`config.mk`:
```
export PLATFORM = sky130hd
export DESIGN_NAME = divclk_monitor
export DESIGN_NICKNAME = d
export VERILOG_FILES = /design/src/rtl/divclk_monitor.sv
export SDC_FILE = /design/constraint.sdc
export NUM_CORES = 1
export LEC_CHECK = 0
export BUFFER_PORTS_ARGS = -buffer_cell sky130_fd_sc_hd__buf_2
export CORE_ASPECT_RATIO = 1.25
export CORE_MARGIN = 2
export CORE_UTILIZATION = 45
export CTS_CLUSTER_SIZE = 25
export DETAILED_ROUTE_END_ITERATION = 8
export PLACE_DENSITY_LB_ADDON = 0.08
export SETUP_SLACK_MARGIN = 0.05
export SKIP_LAST_GASP = 1
export SLEW_MARGIN = 10
export SYNTH_ARGS = -nofsm -noshare
export SYNTH_HDL_FRONTEND = slang
export SYNTH_SLANG_ARGS = --single-unit
```
`constraint.sdc`:
```
create_clock -name clk -period 2.3 [get_ports clk]
set_input_delay 0.23 -clock clk [delete_from_list [all_inputs] [get_ports clk]]
set_output_delay 0.23 -clock clk [all_outputs]
set_load 0.02 [all_outputs]
```
`src/rtl/divclk_monitor.sv`:
```
// Fast-domain monitor for a divided clock: synchronizes div_in, emits edge strobes,
// measures half-periods and tracks lock. Optional err_cnt output via DIVMON_ERRCNT_EN.
module divclk_monitor #(
  parameter int unsigned HALF_PERIOD = 16,
  parameter int unsigned TOL         = 1,
  parameter int unsigned LOCK_COUNT  = 4,
  parameter int unsigned CNT_W       = 8,
  parameter int unsigned SYNC_STAGES = 2
) (
  input  logic             clk,
  input  logic             rst,
  input  logic             div_in,
  output logic             rise_stb,
  output logic             fall_stb,
  output logic             level,
  output logic [CNT_W-1:0] phase,
  output logic [CNT_W-1:0] meas_hp,
  output logic             locked,
  output logic             err_stb
`ifdef DIVMON_ERRCNT_EN
  ,
  output logic [15:0]      err_cnt
`endif
);

  localparam int unsigned STALL_AT = 2 * HALF_PERIOD;
  localparam int unsigned GC_W     = (LOCK_COUNT < 2) ? 1 : $clog2(LOCK_COUNT + 1);
  localparam logic [CNT_W-1:0] PHASE_MAX = '1;

  typedef enum logic [1:0] {
    S_IDLE,
    S_ACQUIRE,
    S_LOCKED
  } state_t;

  state_t                 r_state;
  logic [GC_W-1:0]        r_good_cnt;
  logic [SYNC_STAGES-1:0] r_sync;
  logic                   r_prev;
  logic                   r_stall_done;

  logic                   w_level;
  logic                   w_edge;
  logic [CNT_W-1:0]       w_phase_inc;
  logic [31:0]            w_meas_ext;
  logic                   w_good;
  logic                   w_stall;
  logic                   w_lock_reached;

  // Synchronizer chain; resets high to match the divider's initial level.
  always_ff @(posedge clk or posedge rst) begin
    if (rst) begin
      r_sync <= '1;
    end else begin
      r_sync <= {r_sync[SYNC_STAGES-2:0], div_in};
    end
  end

  assign w_level     = r_sync[SYNC_STAGES-1];
  assign level       = w_level;
  assign w_edge      = w_level ^ r_prev;
  // Saturating phase+1 doubles as the measurement loaded on an edge.
  assign w_phase_inc = (phase == PHASE_MAX) ? phase : phase + CNT_W'(1);
  assign w_meas_ext  = 32'(w_phase_inc);
  assign w_good      = ((w_meas_ext + TOL) >= HALF_PERIOD) && (w_meas_ext <= (HALF_PERIOD + TOL));
  assign w_stall     = !w_edge && !r_stall_done && (w_meas_ext == STALL_AT);
  assign w_lock_reached = ((32'(r_good_cnt) + 32'd1) >= LOCK_COUNT);

  // Lock FSM with strobes, phase/measurement counters and registered flags.
  always_ff @(posedge clk or posedge rst) begin
    if (rst) begin
      r_state      <= S_IDLE;
      r_good_cnt   <= '0;
      r_prev       <= 1'b1;
      r_stall_done <= 1'b0;
      rise_stb     <= 1'b0;
      fall_stb     <= 1'b0;
      phase        <= '0;
      meas_hp      <= '0;
      locked       <= 1'b0;
      err_stb      <= 1'b0;
    end else begin
      r_prev   <= w_level;
      rise_stb <= w_edge & w_level;
      fall_stb <= w_edge & ~w_level;
      err_stb  <= 1'b0;
      locked   <= (r_state == S_LOCKED);

      if (w_edge) begin
        phase        <= '0;
        meas_hp      <= w_phase_inc;
        r_stall_done <= 1'b0;
      end else begin
        phase <= w_phase_inc;
        if (w_stall) begin
          r_stall_done <= 1'b1;
        end
      end

      case (r_state)
        S_IDLE: begin
          // First edge only establishes a reference; its measurement is not judged.
          if (w_edge) begin
            r_state    <= S_ACQUIRE;
            r_good_cnt <= '0;
          end
        end
        S_ACQUIRE: begin
          if (w_edge) begin
            if (w_good) begin
              if (w_lock_reached) begin
                r_state    <= S_LOCKED;
                r_good_cnt <= GC_W'(LOCK_COUNT);
              end else begin
                r_good_cnt <= r_good_cnt + GC_W'(1);
              end
            end else begin
              r_good_cnt <= '0;
              err_stb    <= 1'b1;
            end
          end else if (w_stall) begin
            r_state    <= S_IDLE;
            r_good_cnt <= '0;
            err_stb    <= 1'b1;
          end
        end
        S_LOCKED: begin
          if (w_edge) begin
            if (!w_good) begin
              r_state    <= S_ACQUIRE;
              r_good_cnt <= '0;
              err_stb    <= 1'b1;
            end
          end else if (w_stall) begin
            r_state    <= S_IDLE;
            r_good_cnt <= '0;
            err_stb    <= 1'b1;
          end
        end
        default: begin
          r_state    <= S_IDLE;
          r_good_cnt <= '0;
        end
      endcase
    end
  end

`ifdef DIVMON_ERRCNT_EN
  // Saturating count of error strobes.
  always_ff @(posedge clk or posedge rst) begin
    if (rst) begin
      err_cnt <= '0;
    end else if (err_stb && (err_cnt != 16'hFFFF)) begin
      err_cnt <= err_cnt + 16'd1;
    end
  end
`endif

endmodule

```
==> key figures, run 1 <==
Outcome
  – Status: finished, final reports clean

Global route
  – Initial antenna violation count: 0
  – Vias in the first global route: 1140
  – Largest net degree at the start of global routing: 18
  – Total GRT Usage: 17.85%
  – GRT overflow: 0
  – Global-route wire length before repair: 5154 um

Placed design
  – DP Wirelength: 2321 um
  – Gp weighted congestion: 0.8563
  – # port buffers: 23
  – Placement-stage cell area: 0.001727 mm^2
  – Placed insts: 212

Clock tree
  – Worst-Skew Late Latency: 0.28 ns
  – CTS Buf Count: 5
  – Clk sinks: 29
  – Root buffer cell: clkbuf_8
  – Max Root-Sink Buffers: 2
  – # H-tree levels: 2
  – Clock Pin Slew Worst Setup and Hold Paths: 0.06 ns
  – CTS tree: built
  – Hold buffers post-CTS: 0

STA
  – Final Hold Fails: 0
  – Least-Margin Pin Slew: 0.6244 ns
  – Setup TNS: 0 ns
  – Fin crit share: 98.78%
  – Layout Skew: 0.004397 ns
  – Max-slew violation count: 0
  – Final min period: 2.272 ns
  – Final setup fails: 0
  – Fmax: 440.1 MHz
  – Slew margin rel.: 58.33%
  – Unrepaired setup endpoints after global routing: true

Pwr
  – NetSw: 0.4359 mW
  – Final Total Pwr: 1.492 mW
  – P_int: 1.056 mW
  – Comb power frac: 24.8%
  – Sw Ratio: 29.22%
  – Clock power share: 35.9%
  – LEAKAGE: 0.9532 nW
  – VDD IR-drop max: 0.0004847 V
  – Pwr/cell area: 776.3 mW/mm^2
  – Flop pwr share: 39.3%

Synthesis
  – Seq cells post-synth: 29
  – Top cells by area, synth: dfrtp_1, ha_1, dfstp_2, nand2_1, inv_1
  – Area leader, netlist: dfrtp_1
  – Synth Cell Area: 0.001488 mm^2
  – Post-Synth Simple-Gate Area: 19.26%
  – Synth async-reset ratio: 100.0%
  – Gate Count Post-Synth: 148
  – Ys flop type: dfrtp_1
  – Part of the Yosys area used for sequential elements: 49.03%
  – Synth cell types: 42
  – Share of the synthesized area in the top cell type: 43.73%
  – Main combinational cell family by area after synthesis: simple AND/OR/NAND/NOR gates
  – Xor and xnor area share after synthesis: 2.355%
  – Compound-cell area share of the yosys netlist: 14.05%
  – Post-synth EDFFs: 0
  – Synthesized Nets: 159
  – Syn Area/Cell: 10.05 um^2
  – Multiplexer share of the synthesized area: 4.373%
  – Synth Area in Adders: 6.728%
  – Syn. warnings: 0

Detailed routing
  – Routed vias/inst: 5.542
  – Vias: 1247
  – DRT iter0 DRCs: 14
  – Routed Antenna Nets: 0
  – Final WL: 3201 um
  – First-pass DRT Iterations: 4
  – Drt wl/cell: 14.23 um
  – # DRC: 0

Cells and area
  – Layout net count: 198
  – Area Overhead vs Synth: 29.18%
  – Non-filler cells, final: 225
  – Design area: 0.001922 mm^2
  – Layout cell share with drive strength beyond 1: 37.23%
  – # diodes: 0
  – Util after Layout: 60.16%
  – Most frequent cells in the layout: dfrtp_1, buf_2, nand2_1

Critical path
  – Max FO, Critical Path: 6
  – CP max stage cell: dfrtp_2
  – WP data arrival: 2.47 ns
  – Largest stage delay on the critical path: 0.45 ns
  – Critical Path, Cell by Cell: ha_4, and4_4, a21o_1, a21o_1, or3_4, a311oi_4, mux2i_1
  – Worst path required time: 2.50 ns
  – Critical path type: reg -> reg
  – Most used cell, CP: a21o_1
  – Nature of the critical path startpoint: register
  – CP Capture Type: register

Die
  – Initial core utilization: 46.57%
  – Die area: 0.003785 mm^2
  – I/O pin total: 24
  – DIE WIDTH: 55.43 um
  – Die Ht: 68.29 um
  – Core Area: 0.003194 mm^2
  – Row Count: 23

Run
  – Max cap viols: 0

Worst hold path
  – Hold Crit Class: in -> async
-- through the flow --
stage	setup slack, ns	hold slack (ns)
after global routing	-0.09808	0.03244
after floorplan	0.007335	0.2345
after CTS	0.03913	0.04022
after global placement	0.1048	0.3297
after detailed placement	0.06579	0.3369
final	0.02797	0.02467
-- final timing paths --
| kind | endpoint | from | cells past startpoint | slack [ns] |
|---|---|---|---|---|
| worst max-delay path | r_state[0] | phase[0] | 7 | 0.03 |
| min in group clk | r_sync[0] | div_in | 1 | 0.05 |
| worst min register to register | r_sync[1] | r_sync[0] | 0 | 0.36 |
| worst max register to register | r_state[0] | phase[0] | 7 | 0.03 |
| max in group asynchronous | phase[2] | rst | 3 | 1.64 |
| worst min-delay path | r_stall_done | rst | 2 | 0.02 |
-- sequential cells by signal (all words and copies together) (netlist names) --
name,count
meas_hp,8
phase,8
r_good_cnt,3
r_state,2
r_sync,2
err_stb,1
fall_stb,1
locked,1
r_prev,1
r_stall_done,1
rise_stb,1
-- area by class of cell --
type	count	area [um^2]
sequential	29	733.2
inverter	12	45.04
timing repair buffer	36	212.7
clock buffer	7	86.33
clock inverter	1	30.03
fill	289	1272
multi-input combinational	103	768.2
tap	37	46.29
-- worst max-delay path, delay by kind of cell (launching register included) --
kind                     cells  cell delay, ns
adder cells (fa/ha/maj)      1            0.19
multiplexers                 1            0.21
flip-flops                   1            0.45
AND/OR/NAND/NOR              2            0.64
AO/OA/AOI/OAI                3            0.72
-- metal layers --
metal | track usage [%] | routed length [um] | part of all wire, % | up-vias
met1 | 19.34 | 1289 | 40 | 604
met2 | 31.70 | 1662 | 52 | 32
met5 | 0 | 0 | 0 | -
met4 | 10.37 | 136 | 4.2 | 0
li1 | - | - | - | 598
met3 | 4.915 | 114 | 3.6 | 13
-- cell families after synthesis --
logic type / count (synthesis)
flops: 29
mux: 6
compound gates: 31
simple gates: 54
xor+xnor: 4
buf+inv: 16
fa+ha+maj: 8
-- Yosys cell counts (4+ instances only) --
| master | number |
|---|---|
| dfrtp_1 | 26 |
| nand2_1 | 18 |
| inv_1 | 12 |
| nor2_1 | 10 |
| ha_1 | 8 |
| a21oi_1 | 7 |
| o21ai_0 | 6 |
| mux2_2 | 4 |
| nand4_1 | 4 |
| o22ai_1 | 4 |
-- timing repair --
item / in CTS / in global routing
setup endpoints to repair: 1 / 5
buffers inserted: 0 / 5
hold endpoints to repair: 0 / 0
gates resized for setup: 0 / 7
pin swaps: 0 / 7
-- power groups by stage --
stage | Clock (mW) | Sequential (mW) | Combinational [mW]
final | 0.535 | 0.587 | 0.370
after global routing | 0.576 | 0.591 | 0.412
after CTS | 0.552 | 0.590 | 0.334
after detailed placement | 0 | 0.599 | 0.333
after global placement | 0 | 0.594 | 0.327
after floorplan | 0 | 0.630 | 0.212
No activity file was read; power rests on OpenSTA's default activity.
==> run 2: changes to the inputs <==
--- a/config.mk
+++ b/config.mk
@@ -6,9 +6,11 @@
 export NUM_CORES = 1
 export LEC_CHECK = 0
 export BUFFER_PORTS_ARGS = -buffer_cell sky130_fd_sc_hd__buf_2
+export CELL_PAD_IN_SITES_DETAIL_PLACEMENT = 1
+export CELL_PAD_IN_SITES_GLOBAL_PLACEMENT = 2
 export CORE_ASPECT_RATIO = 1.25
 export CORE_MARGIN = 2
-export CORE_UTILIZATION = 45
+export CORE_UTILIZATION = 31
 export CTS_CLUSTER_SIZE = 25
 export DETAILED_ROUTE_END_ITERATION = 8
 export PLACE_DENSITY_LB_ADDON = 0.08
==> run 2 against run 1 <==
Compared with the run above: clock skew increased by 0.0017 ns; via count is 3.1% higher; hold slack got worse by 0.0085 ns; die area is 42% higher; maximum frequency up 1.2%; critical path depth is the same; clock power barely moved; flip-flop and latch count did not move; first-iteration DRC count rose to 2.8 times the previous value; critical path type unchanged; largest cell class unchanged.
==> key figures, run 2 (synthesis gave the netlist of run 1 again) <==
Global route
  – Global-route wire length before repair: 6237 um (+21%)
  – Vias in the first global route: 1317 (+16%)
  – Initial antenna violation count: 0 (unchanged)
  – Met1 Track Usage GR: 17.48% (-1.9 points)
  – Met2 capacity usage during global routing: 28.38% (-3.3 points)
  – Largest net degree at the start of global routing: 30 (+12)
  – Total GRT Usage: 15.59% (-2.3 points)
  – Met3 GRT Util: 3.699% (-1.2 points)
  – GRT overflow: 0 (unchanged)
  – Busiest grt layer: met2

Clock tree
  – Clk sinks: 29 (unchanged)
  – Worst-Skew Late Latency: 0.28 ns (about the same)
  – # H-tree levels: 2 (unchanged)
  – CTS Buf Count: 5 (unchanged)
  – CTS tree: built
  – Clock Pin Slew Worst Setup and Hold Paths: 0.06 ns (about the same)
  – Hold buffers post-CTS: 0 (unchanged)
  – Max Root-Sink Buffers: 2 (unchanged)
  – Root buffer cell: clkbuf_8

Pwr
  – P_int: 1.063 mW (+0.70%)
  – LEAKAGE: 0.9930 nW (+4.2%)
  – Clock power share: 35.5% (-0.4 points)
  – Pwr/cell area: 742.5 mW/mm^2 (-4.4%)
  – Sw Ratio: 29.65% (+0.43 points)
  – VDD IR-drop max: 0.0003371 V (-30%)
  – Comb power frac: 25.8% (+1.0 points)
  – NetSw: 0.4481 mW (+2.8%)
  – Flop pwr share: 38.8% (-0.5 points)

Die
  – DIE WIDTH: 65.96 um (+19%)
  – Die Ht: 81.45 um (+19%)
  – Core Area: 0.004695 mm^2 (+47%)
  – Initial core utilization: 31.69% (-15 points)
  – I/O pin total: 24 (unchanged)
  – Row Count: 28 (+22%)
  – Die area: 0.005372 mm^2 (+42%)

Detailed routing
  – # DRC: 0 (unchanged)
  – Routed Antenna Nets: 0 (unchanged)
  – First-pass DRT Iterations: 4 (unchanged)
  – Final WL: 3796 um (+19%)
  – Vias: 1286 (+3.1%)
  – DRT iter0 DRCs: 39 (+25)
  – Routed vias/inst: 5.043 (-9.0%)
  – Drt wl/cell: 14.89 um (+4.6%)

STA
  – Max-slew violation count: 0 (unchanged)
  – Fmax: 445.5 MHz (+1.2%)
  – Unrepaired setup endpoints after global routing: true
  – Final min period: 2.245 ns (-0.02720 ns)
  – Final setup fails: 0 (unchanged)
  – Fin crit share: 97.60% (-1.2 points)
  – Final Hold Fails: 0 (unchanged)
  – Worst hold margin: 0.01615 ns (-0.008526 ns)
  – Least-Margin Pin Slew: 0.3716 ns (-0.2528 ns)
  – Slew margin rel.: 75.22% (+17 points)
  – Layout Skew: 0.006049 ns (+0.001652 ns)

Placed design
  – # port buffers: 23 (unchanged)
  – DP Wirelength: 2910 um (+25%)
  – Gp weighted congestion: 0.8268 (-3.4%)
  – Placement-stage cell area: 0.001793 mm^2 (+3.8%)

Cells and area
  – Area Overhead vs Synth: 36.84%
  – Most frequent cells in the layout: dfrtp_1, buf_2, buf_4
  – Layout cell share with drive strength beyond 1: 41.54% (+4.3 points)
  – Design area: 0.002036 mm^2 (+5.9%)
  – # diodes: 0 (unchanged)
  – Layout net count: 205 (+3.5%)
  – Biggest regs: meas_hp: 8 flops, phase: 8 flops, r_good_cnt: 3 flops

Worst hold path
  – Hold Crit Class: in -> async

Critical path
  – WP data arrival: 2.44 ns (-0.03 ns)
  – Max FO, Critical Path: 6 (unchanged)
  – Critical path type: reg -> reg
  – Worst path required time: 2.49 ns (about the same)
  – Nature of the critical path startpoint: register
  – CP Capture Type: register

Outcome
  – Status: finished, final reports clean

Run
  – Max cap viols: 0 (unchanged)
[run 2: cell types whose count changed in the layout (fill, tap and decap cells not counted), sizes merged]
cell and change:
buf +7
[run 2: area by class of cell]
class	count	area, um^2
Timing Repair Buffer	43	265.3
Clock buffer	7	86.33
Inverter	12	45.04
Clock inverter	1	30.03
Tap cell	60	75.07
Sequential cell	29	733.2
Multi-Input combinational cell	103	800.8
Fill cell	565	2659
[run 2: routing by layer]
| layer | wire length (um) | part of all wire (%) |
|---|---|---|
| met5 | 0 | 0 |
| met4 | 51 | 1.3 |
| met3 | 105 | 2.8 |
| met2 | 2085 | 55 |
| met1 | 1554 | 41 |
[run 2: critical path, stage by stage, from the launching register on]
cell and delay (ns):
dfrtp_2 0.43, ha_4 0.19, and4_4 0.21, a21o_1 0.18, a21o_1 0.19, or3_4 0.42, or3_4 0.41, mux2i_1 0.13
[run 2: timing repair]
item,CTS,global route
cloned,0,0
pin swaps,5,11
gates resized for setup,4,8
setup endpoints to repair,3,6
setup buffers,6,2
[run 2: path summary, 6_finish.rpt]
path	from	to	slack [ns]	depth (start not counted)
worst max-delay path	phase[0]	r_good_cnt[0]	0.06	7
worst min-delay path	rst	meas_hp[3]	0.02	3
worst max register to register	phase[0]	r_good_cnt[0]	0.06	7
worst min register to register	r_sync[0]	r_sync[1]	0.36	0
max in group asynchronous	rst	r_prev	1.98	3
min in group clk	div_in	r_sync[0]	0.05	1
[run 2: per-stage QoR]
step                instances  worst slack (ns)  total power, mW  setup TNS [ns]  utilization (%)
finish                    255           0.05516            1.511               0            43.36
global route              255          -0.05023            1.604         -0.1153            43.36
CTS                       254           0.04445            1.529               0            42.30
detailed placement        240          0.004478           0.9482               0            38.19
global placement          240           0.08929           0.9333               0            38.19
floorplan                 148          0.007335           0.8418               0                -
[run 2: power by group through the flow]
stage / clock network (mW) / registers [mW] / logic (mW)
global route: 0.579 / 0.591 / 0.434
floorplan: 0 / 0.630 / 0.212
detailed placement: 0 / 0.599 / 0.349
global placement: 0 / 0.594 / 0.340
finish: 0.536 / 0.586 / 0.390
CTS: 0.560 / 0.586 / 0.383
